**src/rtl/pos_to_word.sv**
```systemverilog
// pos_to_word: rebuilds a DATA_W-bit word from a stream of single-bit positions.
//
// Each accepted position beat sets its bit in an accumulator. A beat with
// in_last, or the MAX_BEATS-th beat of a word, closes the word. The word,
// its set-bit count and error flags are then offered on the output channel.
//
// Optional feature (macro POS_ORDER_CHECK_EN): out_err gains bit [2], which
// flags any in-range position that is not strictly below the previous
// in-range position of the same word.
//
// Ports:
//   clk, rst_n          clock, asynchronous active-low reset
//   in_valid/in_ready   position beat handshake
//   in_pos              bit index 0..31, 32 = no bit, 33..63 invalid
//   in_last             beat closes the current word
//   out_valid/out_ready assembled word handshake
//   out_data            assembled word
//   out_count           number of distinct bits set in out_data
//   out_err             [0] invalid position, [1] duplicate, [2] order (optional)
module pos_to_word #(
    parameter int unsigned DATA_W    = 32,
    parameter int unsigned POS_W     = 6,
    parameter int unsigned MAX_BEATS = 32
`ifdef POS_ORDER_CHECK_EN
    , localparam int unsigned ERR_W  = 3
`else
    , localparam int unsigned ERR_W  = 2
`endif
) (
    input  logic                          clk,
    input  logic                          rst_n,
    input  logic                          in_valid,
    output logic                          in_ready,
    input  logic [POS_W-1:0]              in_pos,
    input  logic                          in_last,
    output logic                          out_valid,
    input  logic                          out_ready,
    output logic [DATA_W-1:0]             out_data,
    output logic [$clog2(DATA_W+1)-1:0]   out_count,
    output logic [ERR_W-1:0]              out_err
);

    localparam int unsigned IDX_W  = $clog2(DATA_W);
    localparam int unsigned CNT_W  = $clog2(DATA_W + 1);
    localparam int unsigned BCNT_W = $clog2(MAX_BEATS + 1);
    localparam logic [POS_W-1:0]  NONE_POS  = POS_W'(DATA_W);
    localparam logic [BCNT_W-1:0] BEAT_LIM  = BCNT_W'(MAX_BEATS);

    typedef enum logic {
        ACCUM = 1'b0,
        HOLD  = 1'b1
    } state_t;

    state_t              state_q, state_d;
    logic [DATA_W-1:0]   acc_q, acc_d;
    logic [BCNT_W-1:0]   beats_q, beats_d;
    logic [CNT_W-1:0]    cnt_q, cnt_d;
    logic [ERR_W-1:0]    err_q, err_d;
    logic                in_ready_d, out_valid_d;
    logic [DATA_W-1:0]   out_data_d;
    logic [CNT_W-1:0]    out_count_d;
    logic [ERR_W-1:0]    out_err_d;
`ifdef POS_ORDER_CHECK_EN
    logic [IDX_W-1:0]    prev_q, prev_d;
    logic                prev_vld_q, prev_vld_d;
`endif

    logic                accept;
    logic                pos_in_range;
    logic                pos_invalid;
    logic [IDX_W-1:0]    idx;

    assign accept       = in_valid & in_ready;
    assign pos_in_range = (in_pos < NONE_POS);
    assign pos_invalid  = (in_pos > NONE_POS);
    assign idx          = in_pos[IDX_W-1:0];

    // State and datapath registers
    always_ff @(posedge clk or negedge rst_n) begin
        if (!rst_n) begin
            state_q    <= ACCUM;
            acc_q      <= '0;
            beats_q    <= '0;
            cnt_q      <= '0;
            err_q      <= '0;
            in_ready   <= 1'b0;
            out_valid  <= 1'b0;
            out_data   <= '0;
            out_count  <= '0;
            out_err    <= '0;
`ifdef POS_ORDER_CHECK_EN
            prev_q     <= '0;
            prev_vld_q <= 1'b0;
`endif
        end else begin
            state_q    <= state_d;
            acc_q      <= acc_d;
            beats_q    <= beats_d;
            cnt_q      <= cnt_d;
            err_q      <= err_d;
            in_ready   <= in_ready_d;
            out_valid  <= out_valid_d;
            out_data   <= out_data_d;
            out_count  <= out_count_d;
            out_err    <= out_err_d;
`ifdef POS_ORDER_CHECK_EN
            prev_q     <= prev_d;
            prev_vld_q <= prev_vld_d;
`endif
        end
    end

    // Next-state, accumulation and output staging
    always_comb begin
        state_d     = state_q;
        acc_d       = acc_q;
        beats_d     = beats_q;
        cnt_d       = cnt_q;
        err_d       = err_q;
        out_data_d  = out_data;
        out_count_d = out_count;
        out_err_d   = out_err;
`ifdef POS_ORDER_CHECK_EN
        prev_d      = prev_q;
        prev_vld_d  = prev_vld_q;
`endif

        unique case (state_q)
            ACCUM: begin
                if (accept) begin
                    beats_d = BCNT_W'(beats_q + 1'b1);
                    if (pos_in_range) begin
                        if (acc_q[idx]) begin
                            err_d[1] = 1'b1;
                        end else begin
                            acc_d[idx] = 1'b1;
                            cnt_d      = CNT_W'(cnt_q + 1'b1);
                        end
`ifdef POS_ORDER_CHECK_EN
                        // Detector emits leading ones high to low; anything else is out of order
                        if (prev_vld_q && (idx >= prev_q)) begin
                            err_d[2] = 1'b1;
                        end
                        prev_d     = idx;
                        prev_vld_d = 1'b1;
`endif
                    end else if (pos_invalid) begin
                        err_d[0] = 1'b1;
                    end

                    // Close captures the closing beat's own effect
                    if (in_last || (beats_d == BEAT_LIM)) begin
                        out_data_d  = acc_d;
                        out_count_d = cnt_d;
                        out_err_d   = err_d;
                        state_d     = HOLD;
                    end
                end
            end

            HOLD: begin
                if (out_valid && out_ready) begin
                    state_d = ACCUM;
                    acc_d   = '0;
                    beats_d = '0;
                    cnt_d   = '0;
                    err_d   = '0;
`ifdef POS_ORDER_CHECK_EN
                    prev_d     = '0;
                    prev_vld_d = 1'b0;
`endif
                end
            end

            default: state_d = ACCUM;
        endcase

        // Handshake flags follow the state being entered
        in_ready_d  = (state_d == ACCUM);
        out_valid_d = (state_d == HOLD);
    end

endmodule
```
**config.mk**
```make
export PLATFORM = sky130hd
export DESIGN_NAME = pos_to_word
export DESIGN_NICKNAME = d
export VERILOG_FILES = /design/src/rtl/pos_to_word.sv
export SDC_FILE = /design/constraint.sdc
export NUM_CORES = 1
export LEC_CHECK = 0
export BUFFER_PORTS_ARGS = -buffer_cell sky130_fd_sc_hd__buf_4
export CAP_MARGIN = 40
export CORE_UTILIZATION = 58
export DETAILED_ROUTE_END_ITERATION = 8
export PLACE_DENSITY = 0.81
export REMOVE_ABC_BUFFERS = 1
export SLEW_MARGIN = 40
export SYNTH_ARGS = -nofsm -noshare
export SYNTH_HDL_FRONTEND = slang
export SYNTH_SLANG_ARGS = --single-unit
export TNS_END_PERCENT = 20
```
**constraint.sdc**
```tcl
create_clock -name clk -period 4.5 [get_ports clk]
set_input_delay 0 -clock clk [delete_from_list [all_inputs] [get_ports clk]]
set_output_delay 0 -clock clk [all_outputs]
set_load 0.01 [all_outputs]
```
# == Word-level counts from Yosys, hierarchy flattened ==
# Index checks and enable logic that the tools add are counted.
# totals
romBits,0
memories,0
register_bits,88
latch_bits,0
ram_bits,0
word_cells,54
# classes
muxes,27
n_shift,0
n_mul,0
addsub,2
reduce_logical,5
n_lt_le_gt_ge,4
eq_ne,3
bitwise_logic,4
div_mod_pow,0
# op_table
operator,count
$mux W32,4
$pmux W32 S2,1
$or A32 B32 Y32,1
$mux W6,5
$pmux W6 S2,2
$add A6 B1 Y6 const B,2
$mux W1,9
$eq A6 B6 Y1 const B,1
$gt A6 B6 Y1 const B,1
$lt A5 B6 Y1 const B,1
$lt A6 B6 Y1 const B,1
$bmux W1 S5,1
$demux W1 S5,1
$ge A5 B1 Y1 const B,1
$mux W2,2
$pmux W2 S2,1
$reduce_and A3 Y1,1
$logic_and A1 B1 Y1,2
$ne A2 B1 Y1 const B,1
$ne A2 B2 Y1 const B,1
$not A1 Y1,2
$pmux W1 S2,1
$reduce_and A2 Y1,1
$and A1 B1 Y1,1
$logic_or A1 B1 Y1,1

# == Logic depth before layout (Yosys ltp) ==
# depth
depth_word,9
depth_mapped,10
depth_no_buf,5

# == Worst setup path before layout ==
# Ideal clock, no wire load.
# synth_path
path_type,register to register
from,register acc_q[21]
to,register cnt_q[2]
setup_slack_ns,2.489
period_less_slack_ns,2.011
arrival_ns,1.874
setup_ns,0.137
path_stages_with_launch,7
n_path_buf,1
path_cell_list,dfrtp_1 mux4_1 a22oi_2 nand4_2 clkbuf_1 o311ai_0 nand3_1
# synth_between
elab_chain_len,6
# synth_rtl
element,line_no,source
start: declaration,55,"logic [DATA_W-1:0] acc_q, acc_d;"
start signal: assignment,82,acc_q <= '0;
start signal: assignment,97,acc_q <= acc_d;
$bmux W1 S5,133,if (acc_q[idx]) begin
$mux W1 (not written as such),133,
$mux W6,133,
$mux W6,132,if (pos_in_range) begin
$mux W6,130,if (accept) begin
$pmux W6 S2,128,unique case (state_q)
end signal: assignment,99,cnt_q <= cnt_d;
end: declaration,57,"logic [CNT_W-1:0] cnt_q, cnt_d;"
# No other way between the ends. The select of a mux whose other input is x is not followed.
# A chain may end at the register's enable or synchronous reset.

# == Final worst setup path ==
# layout_path
from,register acc_q[30]
to,register acc_q[21]
# layout_between
elab_chain_len,6
# layout_rtl
element,line_no
$bmux W1 S5,133
$mux W1 (not written as such),133
$mux W32,133
$mux W32,132
$mux W32,130
$pmux W32 S2,128
# No other way between the ends. The select of a mux whose other input is x is not followed.

==> results.cfg <==
[drt]
antenna_left = 0
avgRoutedWirePerCell_um = 19.1
dr.pass1.iters = 7
route.detailed.drc = 0
num_vias = 3569
finalWirelength_mm = 10.2
first_iter_violations = 315
via_per_inst = 6.68

[power_and_ir_drop]
fin_total_pwr_mw = 2.18
leakagePower_nw = 2.12
power.density_nw_per_um2 = 448
ir_drop_v = 0.000224

[place]
placed_area_um2 = 4680
dp_hpwl_mm = 6.31
port_buffers = 52
preCtsSetupSlack_ps = 1900
dp_cells = 516
gp_congestion = 0.864

[critical_path]
crit_required_ps = 4780
reg2reg_slack_ps = 1850
cp.arrival_ps = 2930
crit_buf_inv = 0
end_kind = register
path_class = reg -> reg
path_delay_family = simple AND/OR/NAND/NOR gates
reg2regPathDepth = 5
cp_cell_sequence = mux4_2, a22oi_1, and4_2, and3_1, a22o_1
slowest_stage = and4_2
worstReg2RegEnd = acc_q[21]
max_stage_delay_ps = 650
path_max_fanout = 29
rr_startpoint = acc_q[30]
cp-start-kind = register

[clocking]
htree_num_levels = 3
clk_pin_slew_ps = 80
cts_root_buf = clkbuf_8
clk_latency_ps = 340
cts_tree = yes
cts_buffer_depth = 2
cts.sinks = 88
cts_resized = 0
numCtsBuffers = 9

[min_path]
hp-class = in -> reg
min_path_cells = 2
hold_end = err_q[0]
min_from = in_pos[5]

[timing]
post-route-min-period_ps = 2650
worst_pin_slew_ps = 878
fmax_ghz = 0.378
post-route-period-util_pct = 58.8
fin_hold_ws_ps = 70.8
finalSetupTns_ps = 0
setup_viol = 0
finalHoldViolations = 0
relSlewSlack_pct = 41.4
fin_ws_ps = 1850
skew_ps = 6.38
grt_setup_unrepaired = false
final_max_slew_viol_count = 0

[yosys]
ys_warn_count = 0
yosysMostFrequentCell = dfrtp_1
synth_commonest_cells = dfrtp_1, a21oi_1, a41oi_1
synth.area.top_cells = dfrtp_1, a21oi_1, a41oi_1
avgSynthCellArea_um2 = 10.7
synth_ff_type = dfrtp_1
mappedNetlistArea_um2 = 4310
ys_ff_latch = 88
yosys.cell_types.count = 46
ys_async_sr_fraction_pct = 100
synth_top_area_share_pct = 51.0
yosys.area.top_type = dfrtp_1
synth_edf_count = 0
netlist_instances = 404
synth_seq_area_share_pct = 51.0

[cells_and_area]
syn_to_final_growth_pct = 12.9
final_nets = 443
utilization_pct = 67.5
antenna_cells = 0
stdcell_count = 534
stdcell_area_um2 = 4870
drive_above_1_share_pct = 20.7

[grt]
antenna_found_initial = 0
grt_pass1_wl_mm = 16.7
overflow = 0
grt_max_degree = 89
first_global_vias = 3407
grtUsageTotal_pct = 28.2

[floorplan]
fp.dieW_um = 88.2
io_pins = 53
core_area_um2 = 7210
row_count = 31
die-height_um = 88.2
die_area_um2 = 7790
start_util_pct = 59.8

[flow_run]
maxCapViolCount = 0

[status]
status = finished clean
worst reg2reg max path: cells and delay by family (launching register included):
| kind | cells | cell delay [ps] |
|---|---|---|
| simple gates | 2 | 1180 |
| flops | 1 | 410 |
| compound gates | 2 | 510 |
| mux | 1 | 480 |
cell type report:
type | instances | area (um2)
Clock buffer | 12 | 145
Clock inverter | 4 | 20.0
Fill cell | 573 | 2340
Inverter | 4 | 15.0
Multi-Input combinational cell | 267 | 1900
Sequential cell | 88 | 2200
Tap cell | 99 | 124
Timing Repair Buffer | 60 | 462
cell families after synthesis:
logic type,synth area share [%]
XOR/XNOR,0.203
flip-flops,51.0
adder cells (fa/ha/maj),0.580
buffers and inverters,5.13
AND/OR/NAND/NOR,9.77
multiplexers,4.76
AO/OA/AOI/OAI,28.5
sequential cells by signal (all words and copies together), names as in the netlist, 2 cells and up:
name and cells:
beats_q 6, cnt_q 6, out_data 32, err_q 2
out_count 6, out_err 2, acc_q 32
what timing repair did:
| action | in CTS | in global routing |
|---|---|---|
| endpoints found under the setup margin | 0 | 0 |
| buffers inserted | 0 | 0 |
| hold endpoints to repair | 90 | 0 |
| hold buffers | 2 | 0 |
cell usage in the layout (no fill, tap or decap), drive strengths merged, types with 5 or more instances in the layout:
master	n
a21oi	75
a22o	32
a31oi	10
a41oi	33
and2	9
and3	7
buf	57
clkbuf	13
clkinv	5
dfrtp	88
mux4	8
nand2	17
nand3	8
nor2	7
o21ai	11
o31ai	5
where the power goes:
part           leakage [nW]  switching [mW]  internal, mW  total [mW]
clock                0.0899           0.260         0.213       0.473
sequential             1.12           0.129         0.957        1.09
combinational         0.902           0.329         0.294       0.622
metal layers:
metal	global-route usage (%)	part of all wire, %	vias to the layer above
met1	39.5	44	1782
met4	10.1	1.5	0
met3	5.13	6.2	18
li1	-	-	1630
met2	44.6	48	139
met5	0	0	-
worst max path at each step:
stage | from | to | slack, ps | cells after the start
global placement | acc_q[19] | acc_q[21] | 1710 | 5
detailed placement | acc_q[30] | acc_q[21] | 1900 | 5
finish | acc_q[30] | acc_q[21] | 1850 | 5
CTS | acc_q[30] | acc_q[21] | 1880 | 5
floorplan | state_q | out_err[1] | 760 | 3
global route | acc_q[28] | acc_q[21] | 1770 | 5
Note: power is estimated with default switching activity, not from simulation.
